## src/rtl/receptor_hamming.sv

```systemverilog
// ---------------------------------------------------------------------------
// receptor_hamming
//
// Purpose:
//   Front end of the Hamming(7,4) correction path. Collects a 7-bit codeword
//   from a strobed serial line (LSB first) and computes its 3-bit syndrome.
//   The result is handed to the correction stage through a one-deep
//   valid/ready buffer. The block also reports dropped frames (overflow),
//   aborts stalled frames (timeoutErr), and counts frames that are accepted
//   with a nonzero syndrome (errCount, saturating).
//
// Ports:
//   clk          in   system clock, rising edge
//   rst_n        in   asynchronous active-low reset
//   serialIn     in   serial codeword bit, qualified by bitValid
//   bitValid     in   one-cycle strobe for serialIn
//   frameStart   in   resynchronise: drop any partial frame
//   dataRaw      out  [6:0] captured codeword, bit i = Hamming position i+1
//   sindrome     out  [2:0] {s2,s1,s0}; erroneous position, 0 = clean
//   salidaValida out  output buffer holds an unconsumed frame
//   salidaLista  in   downstream ready
//   ocupado      out  high while a frame is being received
//   overflow     out  sticky: a completed frame was dropped
//   timeoutErr   out  one-cycle pulse when a stalled frame is aborted
//   errCount     out  [ERR_CNT_W-1:0] saturating count of erroneous frames
// ---------------------------------------------------------------------------
module receptor_hamming #(
  parameter int TIMEOUT_CYCLES = 1000,
  parameter int ERR_CNT_W      = 8
) (
  input  logic                 clk,
  input  logic                 rst_n,
  input  logic                 serialIn,
  input  logic                 bitValid,
  input  logic                 frameStart,
  output logic [6:0]           dataRaw,
  output logic [2:0]           sindrome,
  output logic                 salidaValida,
  input  logic                 salidaLista,
  output logic                 ocupado,
  output logic                 overflow,
  output logic                 timeoutErr,
  output logic [ERR_CNT_W-1:0] errCount
);

  // Idle counter only has to reach TIMEOUT_CYCLES-1.
  localparam int IDLE_W = (TIMEOUT_CYCLES > 1) ? $clog2(TIMEOUT_CYCLES) : 1;
  localparam logic [IDLE_W-1:0] IDLE_LAST = IDLE_W'(TIMEOUT_CYCLES - 1);
  localparam logic [ERR_CNT_W-1:0] ERR_MAX = {ERR_CNT_W{1'b1}};

  // Parity-check masks: syndrome bit k covers every position p (1..7) whose
  // binary index has bit k set. Packed as {s2, s1, s0}.
  localparam logic [20:0] SYN_MASKS = {7'b1111000, 7'b1100110, 7'b1010101};

  typedef enum logic {
    IDLE       = 1'b0,
    RECIBIENDO = 1'b1
  } state_t;

  // -------------------------------------------------------------------------
  // Receive FSM state
  // -------------------------------------------------------------------------
  state_t            state_reg, state_next;
  logic [2:0]        bit_count_reg, bit_count_next;
  logic [IDLE_W-1:0] idle_count_reg, idle_count_next;
  // Only the first six bits are stored; the seventh is used directly from
  // serialIn on the completing edge.
  logic [5:0]        shift_reg, shift_next;

  logic              frame_done;
  logic              timeout_hit;

  // -------------------------------------------------------------------------
  // Output buffer and flags
  // -------------------------------------------------------------------------
  logic [6:0]           data_raw_reg;
  logic [2:0]           sindrome_reg;
  logic                 valid_reg;
  logic                 overflow_reg;
  logic                 timeout_reg;
  logic [ERR_CNT_W-1:0] err_count_reg;

  logic [6:0]           codeword;
  logic [2:0]           syn_calc;
  logic                 load;
  logic                 transfer;

  // -------------------------------------------------------------------------
  // Next-state logic
  // -------------------------------------------------------------------------
  always_comb begin
    state_next      = state_reg;
    bit_count_next  = bit_count_reg;
    idle_count_next = idle_count_reg;
    shift_next      = shift_reg;
    frame_done      = 1'b0;
    timeout_hit     = 1'b0;

    if (frameStart) begin
      // Resync wins over everything the FSM would otherwise do. A strobe in
      // the same cycle opens the new frame with this bit.
      state_next      = IDLE;
      bit_count_next  = 3'd0;
      idle_count_next = '0;
      if (bitValid) begin
        shift_next     = {5'b0, serialIn};
        bit_count_next = 3'd1;
        state_next     = RECIBIENDO;
      end
    end else begin
      unique case (state_reg)
        IDLE: begin
          if (bitValid) begin
            shift_next      = {5'b0, serialIn};
            bit_count_next  = 3'd1;
            idle_count_next = '0;
            state_next      = RECIBIENDO;
          end
        end

        RECIBIENDO: begin
          if (bitValid) begin
            idle_count_next = '0;
            if (bit_count_reg == 3'd6) begin
              frame_done     = 1'b1;
              bit_count_next = 3'd0;
              state_next     = IDLE;
            end else begin
              // Upper bits are zero since the frame opened, so OR-ing in
              // the new bit at its position is enough.
              shift_next     = shift_reg | (6'(serialIn) << bit_count_reg);
              bit_count_next = bit_count_reg + 3'd1;
            end
          end else if (idle_count_reg == IDLE_LAST) begin
            timeout_hit     = 1'b1;
            shift_next      = '0;
            bit_count_next  = 3'd0;
            idle_count_next = '0;
            state_next      = IDLE;
          end else begin
            idle_count_next = idle_count_reg + IDLE_W'(1);
          end
        end

        default: begin
          state_next = IDLE;
        end
      endcase
    end
  end

  always_ff @(posedge clk or negedge rst_n) begin
    if (!rst_n) begin
      state_reg      <= IDLE;
      bit_count_reg  <= 3'd0;
      idle_count_reg <= '0;
      shift_reg      <= '0;
    end else begin
      state_reg      <= state_next;
      bit_count_reg  <= bit_count_next;
      idle_count_reg <= idle_count_next;
      shift_reg      <= shift_next;
    end
  end

  // -------------------------------------------------------------------------
  // Syndrome of the complete word (stored six bits plus the live seventh)
  // -------------------------------------------------------------------------
  assign codeword = {serialIn, shift_reg};

  for (genvar gi = 0; gi < 3; gi++) begin : g_syndrome
    assign syn_calc[gi] = ^(codeword & SYN_MASKS[gi*7 +: 7]);
  end

  // A finished frame enters the buffer if it is empty or being drained on
  // this same edge; otherwise it is dropped and flagged.
  assign load     = frame_done && (!valid_reg || salidaLista);
  assign transfer = valid_reg && salidaLista;

  always_ff @(posedge clk or negedge rst_n) begin
    if (!rst_n) begin
      data_raw_reg  <= '0;
      sindrome_reg  <= '0;
      valid_reg     <= 1'b0;
      overflow_reg  <= 1'b0;
      timeout_reg   <= 1'b0;
      err_count_reg <= '0;
    end else begin
      timeout_reg <= timeout_hit;

      if (load) begin
        data_raw_reg <= codeword;
        sindrome_reg <= syn_calc;
        valid_reg    <= 1'b1;
        if ((syn_calc != 3'd0) && (err_count_reg != ERR_MAX)) begin
          err_count_reg <= err_count_reg + ERR_CNT_W'(1);
        end
      end else if (transfer) begin
        valid_reg <= 1'b0;
      end

      if (frame_done && !load) begin
        overflow_reg <= 1'b1;
      end
    end
  end

  // -------------------------------------------------------------------------
  // Outputs
  // -------------------------------------------------------------------------
  assign dataRaw      = data_raw_reg;
  assign sindrome     = sindrome_reg;
  assign salidaValida = valid_reg;
  assign overflow     = overflow_reg;
  assign timeoutErr   = timeout_reg;
  assign errCount     = err_count_reg;
  assign ocupado      = (state_reg == RECIBIENDO);

endmodule

```

## config.mk

```make
export PLATFORM = sky130hd
export DESIGN_NAME = receptor_hamming
export DESIGN_NICKNAME = d
export VERILOG_FILES = /design/src/rtl/receptor_hamming.sv
export SDC_FILE = /design/constraint.sdc
export NUM_CORES = 1
export LEC_CHECK = 0
export BUFFER_PORTS_ARGS = -buffer_cell sky130_fd_sc_hd__buf_2
export CORE_MARGIN = 3
export CORE_UTILIZATION = 50
export DETAILED_ROUTE_END_ITERATION = 8
export GPL_TIMING_DRIVEN = 0
export HOLD_SLACK_MARGIN = 0.06
export PLACE_DENSITY = 0.71
export SKIP_CTS_REPAIR_TIMING = 1
export SYNTH_ARGS = -nofsm -noshare
export SYNTH_HDL_FRONTEND = slang
export SYNTH_SLANG_ARGS = --single-unit
```

## constraint.sdc

```tcl
create_clock -name clk -period 3.55 [get_ports clk]
set_input_delay 0 -clock clk [delete_from_list [all_inputs] [get_ports clk]]
set_output_delay 0 -clock clk [all_outputs]
set_load 0.01 [all_outputs]
```

==> results.sh, run 1 <==
export IMPL_outcome="finished, final reports clean"
export IMPL_crit_path_end_kind="flop"
export IMPL_via_count=1565
export IMPL_synth_seq_cells=41
export IMPL_syn_num_nets=197
export IMPL_leakage_nw=1.12
export IMPL_grt_first_pass_wirelength_um=6710
export IMPL_yosysSeqAreaShare_pct=51.2
export IMPL_syn_to_final_growth_pct=16.7
export IMPL_drv_cap=0
export IMPL_placementRows=22
export IMPL_fmax_mhz=487
export IMPL_synth_common_cells="dfrtp_1 (41), nand2_1 (20), o21ai_0 (20), xnor2_1 (15), nand3_1 (8)"
export IMPL_slew_headroom_pct=41.0
export IMPL_cts_tree="built"
export IMPL_setup_tns_ps=0
export IMPL_synthArstFlopShare_pct=100
export IMPL_drtIter0Drc=61
export IMPL_largest_reg_flops=10
export IMPL_post_dp_hpwl_um=2870
export IMPL_total_power_mw=1.02
export IMPL_syn_avg_cell_area_sq_um=10.6
export IMPL_yosysTopAreaCellShare_pct=51.2
export IMPL_die_w_um=69.3
export IMPL_dp_slack_ps=1490
export IMPL_yosys_area_top_type="dfrtp_1"
export IMPL_dieArea_sq_um=4810
export IMPL_yosysMostFrequentCell="dfrtp_1"
export IMPL_nets=233
export IMPL_ant_nets=0
export IMPL_coreArea_sq_um=3770
export IMPL_clock_sinks=41
export IMPL_required_ps=3730
export IMPL_startpoint_type="flop"
export IMPL_initial_utilization_pct=53.2
export IMPL_antenna_found_initial=0
export IMPL_ys_warn_count=0
export IMPL_cts_buffers=5
export IMPL_finalClockSkew_ps=6.06
export IMPL_dp_cells=264
export IMPL_grt_start_max_net_pins=42
export IMPL_grt_pass1_vias=1513
export IMPL_synthFlopType="dfrtp_1"
export IMPL_htree_levels=2
export IMPL_wl_per_cell_um=14.4
export IMPL_seq_power_share_pct=49.3
export IMPL_clkTransAtPathRegs_ps=80
export IMPL_power_internal_mw=0.766
export IMPL_p_per_area_nw_per_um2=434
export IMPL_min_period_ps=2050
export IMPL_stdcell_count=274
export IMPL_place_gp_congestion=0.774
export IMPL_slew_viol_final=0
export IMPL_power_net_switching_mw=0.251
export IMPL_clockRootBuffer="clkbuf_8"
export IMPL_clock_latency_ps=290
export IMPL_die_h_um=69.3
export IMPL_pwr_share_comb_pct=12.2
export IMPL_rsz0062_at_grt="no"
export IMPL_syn_inst=189
export IMPL_period_share_pct=57.8
export IMPL_ir_worst_vdd_v=0.000212
export IMPL_worst_slack_ps=1500
export IMPL_swShare_pct=24.7
export IMPL_port_buffer_count=27
export IMPL_synth_area_sq_um=2010
export IMPL_antenna_cells=0
export IMPL_synth_edf_count=0
export IMPL_ys_types=43
export IMPL_layout_drive_gt1_share_pct=22.1
export IMPL_worstMarginPinSlew_ps=886
export IMPL_crit_fanout=8
export IMPL_arrival_ps=2230
export IMPL_synthTopCellsByArea="dfrtp_1 (51%), xnor2_1 (6.6%), o21ai_0 (5.0%)"
export IMPL_track_usage_pct=17.1
export IMPL_hold_class="primary input to flop"
export IMPL_drc_errors=0
export IMPL_finalHoldViolCount=0
export IMPL_via_per_inst=5.71
export IMPL_clk_path_buf_depth=2
export IMPL_drt_wl_total_um=3950
export IMPL_globalRoute_totalOverflow=0
export IMPL_dr_pass1_iters=4
export IMPL_setup_viol_count_final=0
export IMPL_crit_type="flop to flop"
export IMPL_clockPowerShare_pct=38.5
export IMPL_ioPinCount=28
-- power groups by stage --
| stage | Clock [mW] | Combinational (mW) | Sequential [mW] |
|---|---|---|---|
| detailed placement | 0 | 0.122 | 0.510 |
| CTS | 0.404 | 0.123 | 0.501 |
| global route | 0.426 | 0.140 | 0.504 |
| floorplan | 0 | 0.0867 | 0.508 |
| global placement | 0 | 0.119 | 0.508 |
| finish | 0.391 | 0.124 | 0.502 |
-- worst paths after layout --
| path | start | endpoint | slack, ps | depth (start not counted) |
|---|---|---|---|---|
| worst max-delay path | bit_count_reg[0] | errCount[1] | 1500 | 6 |
| worst min-delay path | bitValid | overflow | 60 | 3 |
| worst max register to register | bit_count_reg[0] | errCount[1] | 1500 | 6 |
| worst min register to register | overflow | overflow | 490 | 2 |
| max in group asynchronous | rst_n | idle_count_reg[6] | 2630 | 2 |
| min in group asynchronous | rst_n | sindrome[0] | 360 | 2 |
-- routing by layer --
metal  vias up  share of wire [%]  global-route usage [%]
met5         -                  0                       0
met4         0                1.6                    6.29
met3         7                4.7                    5.65
met2        41                 50                    28.2
met1       763                 44                    20.9
li1        754                  -                       -
-- area by class of cell --
type,instances,area [sq um]
Tap cell,48,60.1
Inverter,3,11.3
Multi-Input combinational cell,138,930
Buffer,7,38.8
Clock inverter,2,37.5
Fill cell,321,1430
Sequential cell,41,1030
Clock buffer,6,82.6
Timing Repair Buffer,29,155
-- metrics by stage --
| step | utilization [%] | hold slack, ps | area (sq um) |
|---|---|---|---|
| after floorplan | - | -296 | 2010 |
| after global placement | 58.4 | 162 | 2200 |
| after CTS | 61.5 | -148 | 2320 |
| final | 62.1 | 61.9 | 2340 |
| after global routing | 62.1 | 73.6 | 2340 |
| after detailed placement | 58.4 | 180 | 2200 |
-- cell usage in the layout (no fill, tap or decap), types with 2 or more instances in the layout --
master and count:
nand2_1 20, o31ai_1 2, xnor2_1 15, nand3_1 8, a21oi_1 3, clkbuf_8 6, nand3b_4 2, nand4_1 4
a22o_1 2, dfrtp_1 41, buf_2 28, clkbuf_1 4, nand2b_1 3, and2_1 3, a31oi_1 6, nor3_1 7
ha_1 2, nor2_1 6, inv_1 3, and3_1 5, mux2_2 6, nor2b_1 4, dlygate4sd3_1 2, o21ai_0 20
o21a_1 2
-- cells by family (layout without fill, tap and decap cells) --
kind of cell / Yosys count / after routing / share of synthesized area [%]
buffers and inverters: 10 / 47 / 2.49
adders and majority gates: 2 / 2 / 1.25
and+or+nand+nor: 72 / 72 / 20.4
DFF: 41 / 41 / 51.2
AOI/OAI and AO/OA: 42 / 42 / 14.0
muxes: 7 / 7 / 4.12
xor gates and xnor gates: 15 / 15 / 6.55
-- critical path: stages (launching register included) --
cell      delay (ps)
dfrtp_1          470
nand3b_4         210
or3b_1           400
buf_6            150
a41oi_4          270
nand2_2          130
mux2_4           310
(Power assumes the default switching activity.)
==> run 2: changes to the inputs <==
==> constraint.sdc (replaced) <==
create_clock -name clk -period 1.9 [get_ports clk]
set_input_delay 0 -clock clk [delete_from_list [all_inputs] [get_ports clk]]
set_output_delay 0 -clock clk [all_outputs]
set_load 0.01 [all_outputs]
==> run 2 against run 1 <==
  * The flow now finishes with violations (negative setup slack)
  * Global-route usage stayed put
  * First-iteration DRC count is 49% higher
  * Register-to-register slack worse by 1500 ps
  * Design area is 5.5% higher
==> results.sh, run 2 (same netlist as run 1, synthesis figures left out) <==
export IMPL_clock_latency_ps=290
export IMPL_grt_start_max_net_pins=42
export IMPL_worst_slack_ps=-1.36
export IMPL_rsz0062_at_grt="yes"
export IMPL_antenna_found_initial=0
export IMPL_setup_viol_count_final=1
export IMPL_slew_headroom_pct=40.8
export IMPL_met1_length_um=1830
export IMPL_antenna_cells=0
export IMPL_clk_path_buf_depth=2
export IMPL_coreArea_sq_um=3770
export IMPL_ioPinCount=28
export IMPL_grt_pass1_vias=1513
export IMPL_post_dp_hpwl_um=2870
export IMPL_largest_reg_flops=10
export IMPL_dr_pass1_iters=4
export IMPL_dieArea_sq_um=4810
export IMPL_fmax_mhz=526
export IMPL_pwr_share_comb_pct=13.7
export IMPL_crit_fanout=7
export IMPL_period_share_pct=100
export IMPL_drc_errors=0
export IMPL_register_area_sq_um=1030
export IMPL_hold_ws_ps=60.3
export IMPL_die_w_um=69.3
export IMPL_min_period_ps=1900
export IMPL_finalHoldViolCount=0
export IMPL_hold_class="primary input to flop"
export IMPL_power_net_switching_mw=0.478
export IMPL_port_buffer_count=27
export IMPL_drv_cap=0
export IMPL_multiInputGateArea_sq_um=951
export IMPL_clkTransAtPathRegs_ps=80
export IMPL_slowest_stage="dfrtp_2"
export IMPL_htree_levels=2
export IMPL_fillers=295
export IMPL_crit_chain="nand3b_4, or3b_1, buf_6, a41oi_4, nand2_2, mux2_4"
export IMPL_via_per_inst=5.60
export IMPL_drtIter0Drc=91
export IMPL_ir_worst_vdd_v=0.000390
export IMPL_cts_buffers=5
export IMPL_startpoint_type="flop"
export IMPL_cpPeakStageDelay_ps=430
export IMPL_worstMarginPinSlew_ps=888
export IMPL_globalRoute_totalOverflow=0
export IMPL_crit_path_end_kind="flop"
export IMPL_clockRootBuffer="clkbuf_8"
export IMPL_initial_utilization_pct=53.2
export IMPL_arrival_ps=2080
export IMPL_most_common_layout_cells="dfrtp_1 (38), buf_2 (27), o21ai_0 (20), nand2_1 (20), xnor2_1 (15)"
export IMPL_layout_commonest_cell="dfrtp_1"
export IMPL_swShare_pct=24.7
export IMPL_leakage_nw=1.17
export IMPL_required_ps=2080
export IMPL_top_layer="met4"
export IMPL_track_usage_pct=17.1
export IMPL_wl_per_cell_um=14.4
export IMPL_via_count=1601
export IMPL_p_per_area_nw_per_um2=783
export IMPL_clock_sinks=41
export IMPL_nets=245
export IMPL_placementRows=22
export IMPL_grt_first_pass_wirelength_um=6710
export IMPL_finalClockSkew_ps=5.85
export IMPL_crit_type="flop to flop"
export IMPL_syn_to_final_growth_pct=23.1
export IMPL_place_gp_congestion=0.774
export IMPL_slew_viol_final=0
export IMPL_ant_nets=0
export IMPL_dr_wl_met2_um=2040
export IMPL_drt_wl_total_um=4110
export IMPL_power_internal_mw=1.46
export IMPL_outcome="finished with violations"
export IMPL_cts_tree="built"
export IMPL_total_power_mw=1.93
export IMPL_die_h_um=69.3
export IMPL_clockPowerShare_pct=37.9
export IMPL_met3_length_um=184
export IMPL_layout_drive_gt1_share_pct=29.4
export IMPL_dp_slack_ps=-163
export IMPL_violations="negative setup slack"
export IMPL_seq_power_share_pct=48.4
==> run 2: changes by cell type in the layout (fill, tap and decap cells not counted), moves of 2 or more <==
cell and delta:
buf_4 +12, dfrtp_2 +3, buf_6 +2, dfrtp_1 -3
==> run 2: power by group through the flow <==
| stage | logic (mW) | registers, mW | clock network (mW) |
|---|---|---|---|
| 4_1_cts | 0.231 | 0.936 | 0.755 |
| 2_1_floorplan | 0.162 | 0.950 | 0 |
| 6_report | 0.266 | 0.936 | 0.732 |
| 5_1_grt | 0.296 | 0.940 | 0.796 |
| 3_3_place_gp | 0.222 | 0.950 | 0 |
| 3_5_place_dp | 0.228 | 0.953 | 0 |
==> run 2: final cells by class <==
type	instances	share of cell area, %
flip-flops and latches	41	41.7
multi-input cells	138	38.5
repair buffers	42	10.2
clock buffers	6	3.34
well taps	48	2.43
plain buffers	6	1.82
clock inverters	2	1.52
inverters	3	0.456
==> run 2: stage by stage <==
step	util (%)	std cells	setup TNS, ps	cell area [sq um]
global route	65.5	286	-19.0	2470
CTS	61.5	272	-1370	2320
floorplan	-	189	0	2010
finish	65.5	286	-1.36	2470
global placement	58.4	264	-754	2200
detailed placement	58.4	264	-1240	2200
==> run 2: final timing paths <==
kind | from | endpoint | slack, ps | cells after the start
setup / recovery | bit_count_reg[0] | errCount[1] | -1 | 6
hold / removal | bitValid | bit_count_reg[2] | 60 | 3
setup reg to reg | bit_count_reg[0] | errCount[1] | -1 | 6
hold reg to reg | overflow | overflow | 480 | 2
max in group asynchronous | rst_n | ocupado | 920 | 2
min in group asynchronous | rst_n | sindrome[0] | 360 | 2
==> run 2: critical path, delay by kind of cell (launching register included) <==
kind,cells,cell delay (ps)
simple gates,3,650
mux,1,300
compound gates,1,270
flops,1,430
buf+inv,1,150
==> run 2: per-layer routing <==
layer  global-route usage (%)  vias to the layer above
met5                        0                        -
met4                     6.29                        0
met3                     5.65                        7
met2                     28.2                       39
met1                     20.9                      778
li1                         -                      777
==> run 3: changes to the inputs <==
--- a/config.mk
+++ b/config.mk
@@ -11,7 +11,7 @@
 export DETAILED_ROUTE_END_ITERATION = 8
 export GPL_TIMING_DRIVEN = 0
 export HOLD_SLACK_MARGIN = 0.06
-export PLACE_DENSITY = 0.71
+export PLACE_DENSITY_LB_ADDON = 0.12
 export SKIP_CTS_REPAIR_TIMING = 1
 export SYNTH_ARGS = -nofsm -noshare
 export SYNTH_HDL_FRONTEND = slang
==> run 3 against run 2 <==
  * Utilization shrank 0.40 points
  * The run now ends clean
  * Fmax grew 2.8%
  * Wire length shrank 1.0%
==> results.sh, run 3 (same netlist as run 1, synthesis figures left out) <==
export IMPL_most_common_layout_cells="dfrtp_1 (38), buf_2 (27), o21ai_0 (20), nand2_1 (20), xnor2_1 (15)"
export IMPL_ir_worst_vdd_v=0.000560
export IMPL_crit_type="flop to flop"
export IMPL_arrival_ps=2080
export IMPL_drc_errors=0
export IMPL_stdcell_area_sq_um=2450
export IMPL_drt_wl_total_um=4070
export IMPL_antenna_cells=0
export IMPL_placementRows=22
export IMPL_min_period_ps=1850
export IMPL_setup_viol_count_final=0
export IMPL_globalRoute_totalOverflow=0
export IMPL_ioPinCount=28
export IMPL_dp_cells=264
export IMPL_initial_utilization_pct=53.2
export IMPL_startpoint_type="flop"
export IMPL_slew_headroom_pct=39.4
export IMPL_grt_start_max_net_pins=42
export IMPL_die_w_um=69.3
export IMPL_die_h_um=69.3
export IMPL_dieArea_sq_um=4810
export IMPL_syn_to_final_growth_pct=22.4
export IMPL_drv_cap=0
export IMPL_via_per_inst=5.69
export IMPL_crit_fanout=4
export IMPL_required_ps=2130
export IMPL_nets=243
export IMPL_clock_sinks=41
export IMPL_p_per_area_nw_per_um2=758
export IMPL_grt_pass1_vias=1499
export IMPL_clockRootBuffer="clkbuf_8"
export IMPL_wl_per_cell_um=14.4
export IMPL_period_share_pct=97.3
export IMPL_htree_levels=2
export IMPL_outcome="finished, final reports clean"
export IMPL_fmax_mhz=541
export IMPL_place_gp_congestion=0.822
export IMPL_leakage_nw=1.16
export IMPL_layout_drive_gt1_share_pct=29.4
export IMPL_grt_first_pass_wirelength_um=6600
export IMPL_worstMarginPinSlew_ps=903
export IMPL_crit_path_end_kind="flop"
export IMPL_final_util_pct=65.1
export IMPL_clock_latency_ps=290
export IMPL_via_count=1609
export IMPL_ant_nets=0
export IMPL_coreArea_sq_um=3770
export IMPL_antenna_found_initial=0
export IMPL_track_usage_pct=16.6
export IMPL_clk_path_buf_depth=2
export IMPL_finalHoldViolCount=0
export IMPL_slew_viol_final=0
export IMPL_layout_commonest_cell="dfrtp_1"
export IMPL_hold_class="primary input to flop"
export IMPL_finalClockSkew_ps=7.11
export IMPL_largest_reg_flops=10
export IMPL_cts_buffers=5
export IMPL_cts_tree="built"
export IMPL_dr_pass1_iters=4
export IMPL_clkTransAtPathRegs_ps=80
export IMPL_port_buffer_count=27
export IMPL_drtIter0Drc=96
export IMPL_post_dp_hpwl_um=2690
export IMPL_stdcell_count=283
export IMPL_dpl_cell_area_sq_um=2200
-- run 3: through the flow --
| step | total power [mW] | TNS (ps) | worst slack, ps | hold WS [ps] |
|---|---|---|---|---|
| floorplan | 1.11 | 0 | 6.24 | -296 |
| global placement | 1.17 | -927 | -114 | 159 |
| detailed placement | 1.18 | -1530 | -185 | 181 |
| CTS | 1.85 | -1790 | -212 | -135 |
| global route | 1.95 | -50.2 | -38.0 | 77.4 |
| finish | 1.86 | 0 | 50.7 | 61.1 |
-- run 3: area by class of cell --
class	count	area, sq um
fillers	318	1320
repair buffers	41	253
multi-input cells	138	967
well taps	48	60.1
flip-flops and latches	41	1030
inverters	3	11.3
plain buffers	5	30.0
clock inverters	2	35.0
clock buffers	5	68.8
-- run 3: path summary, 6_finish.rpt --
path | start | to | slack (ps) | cells past startpoint
max in group asynchronous | rst_n | bit_count_reg[2] | 920 | 2
min | bitValid | overflow | 60 | 3
max | idle_count_reg[0] | idle_count_reg[9] | 50 | 5
min reg2reg | overflow | overflow | 470 | 2
max reg2reg | idle_count_reg[0] | idle_count_reg[9] | 50 | 5
min in group asynchronous | rst_n | sindrome[2] | 360 | 2
-- run 3: routing by layer --
layer  wire (um)  global-route usage (%)  vias to the layer above
li1            -                       -                      771
met1        1780                    20.0                      781
met2        1970                    28.7                       51
met3         266                    4.78                        6
met4          47                    4.56                        0
met5           0                       0                        -
-- run 3: critical path: stages (launching register included) --
cell     delay [ps]
dfrtp_1         410
ha_2            220
and2_1          190
a311o_2         370
or4_1           510
nand3_1          90
-- run 3: report_power, final --
part           leakage, nW  switching (mW)  total [mW]  internal [mW]
combinational        0.555           0.142       0.257          0.116
clock               0.0540           0.289       0.670          0.382
sequential           0.554          0.0266       0.933          0.906
total                 1.16           0.457        1.86           1.40
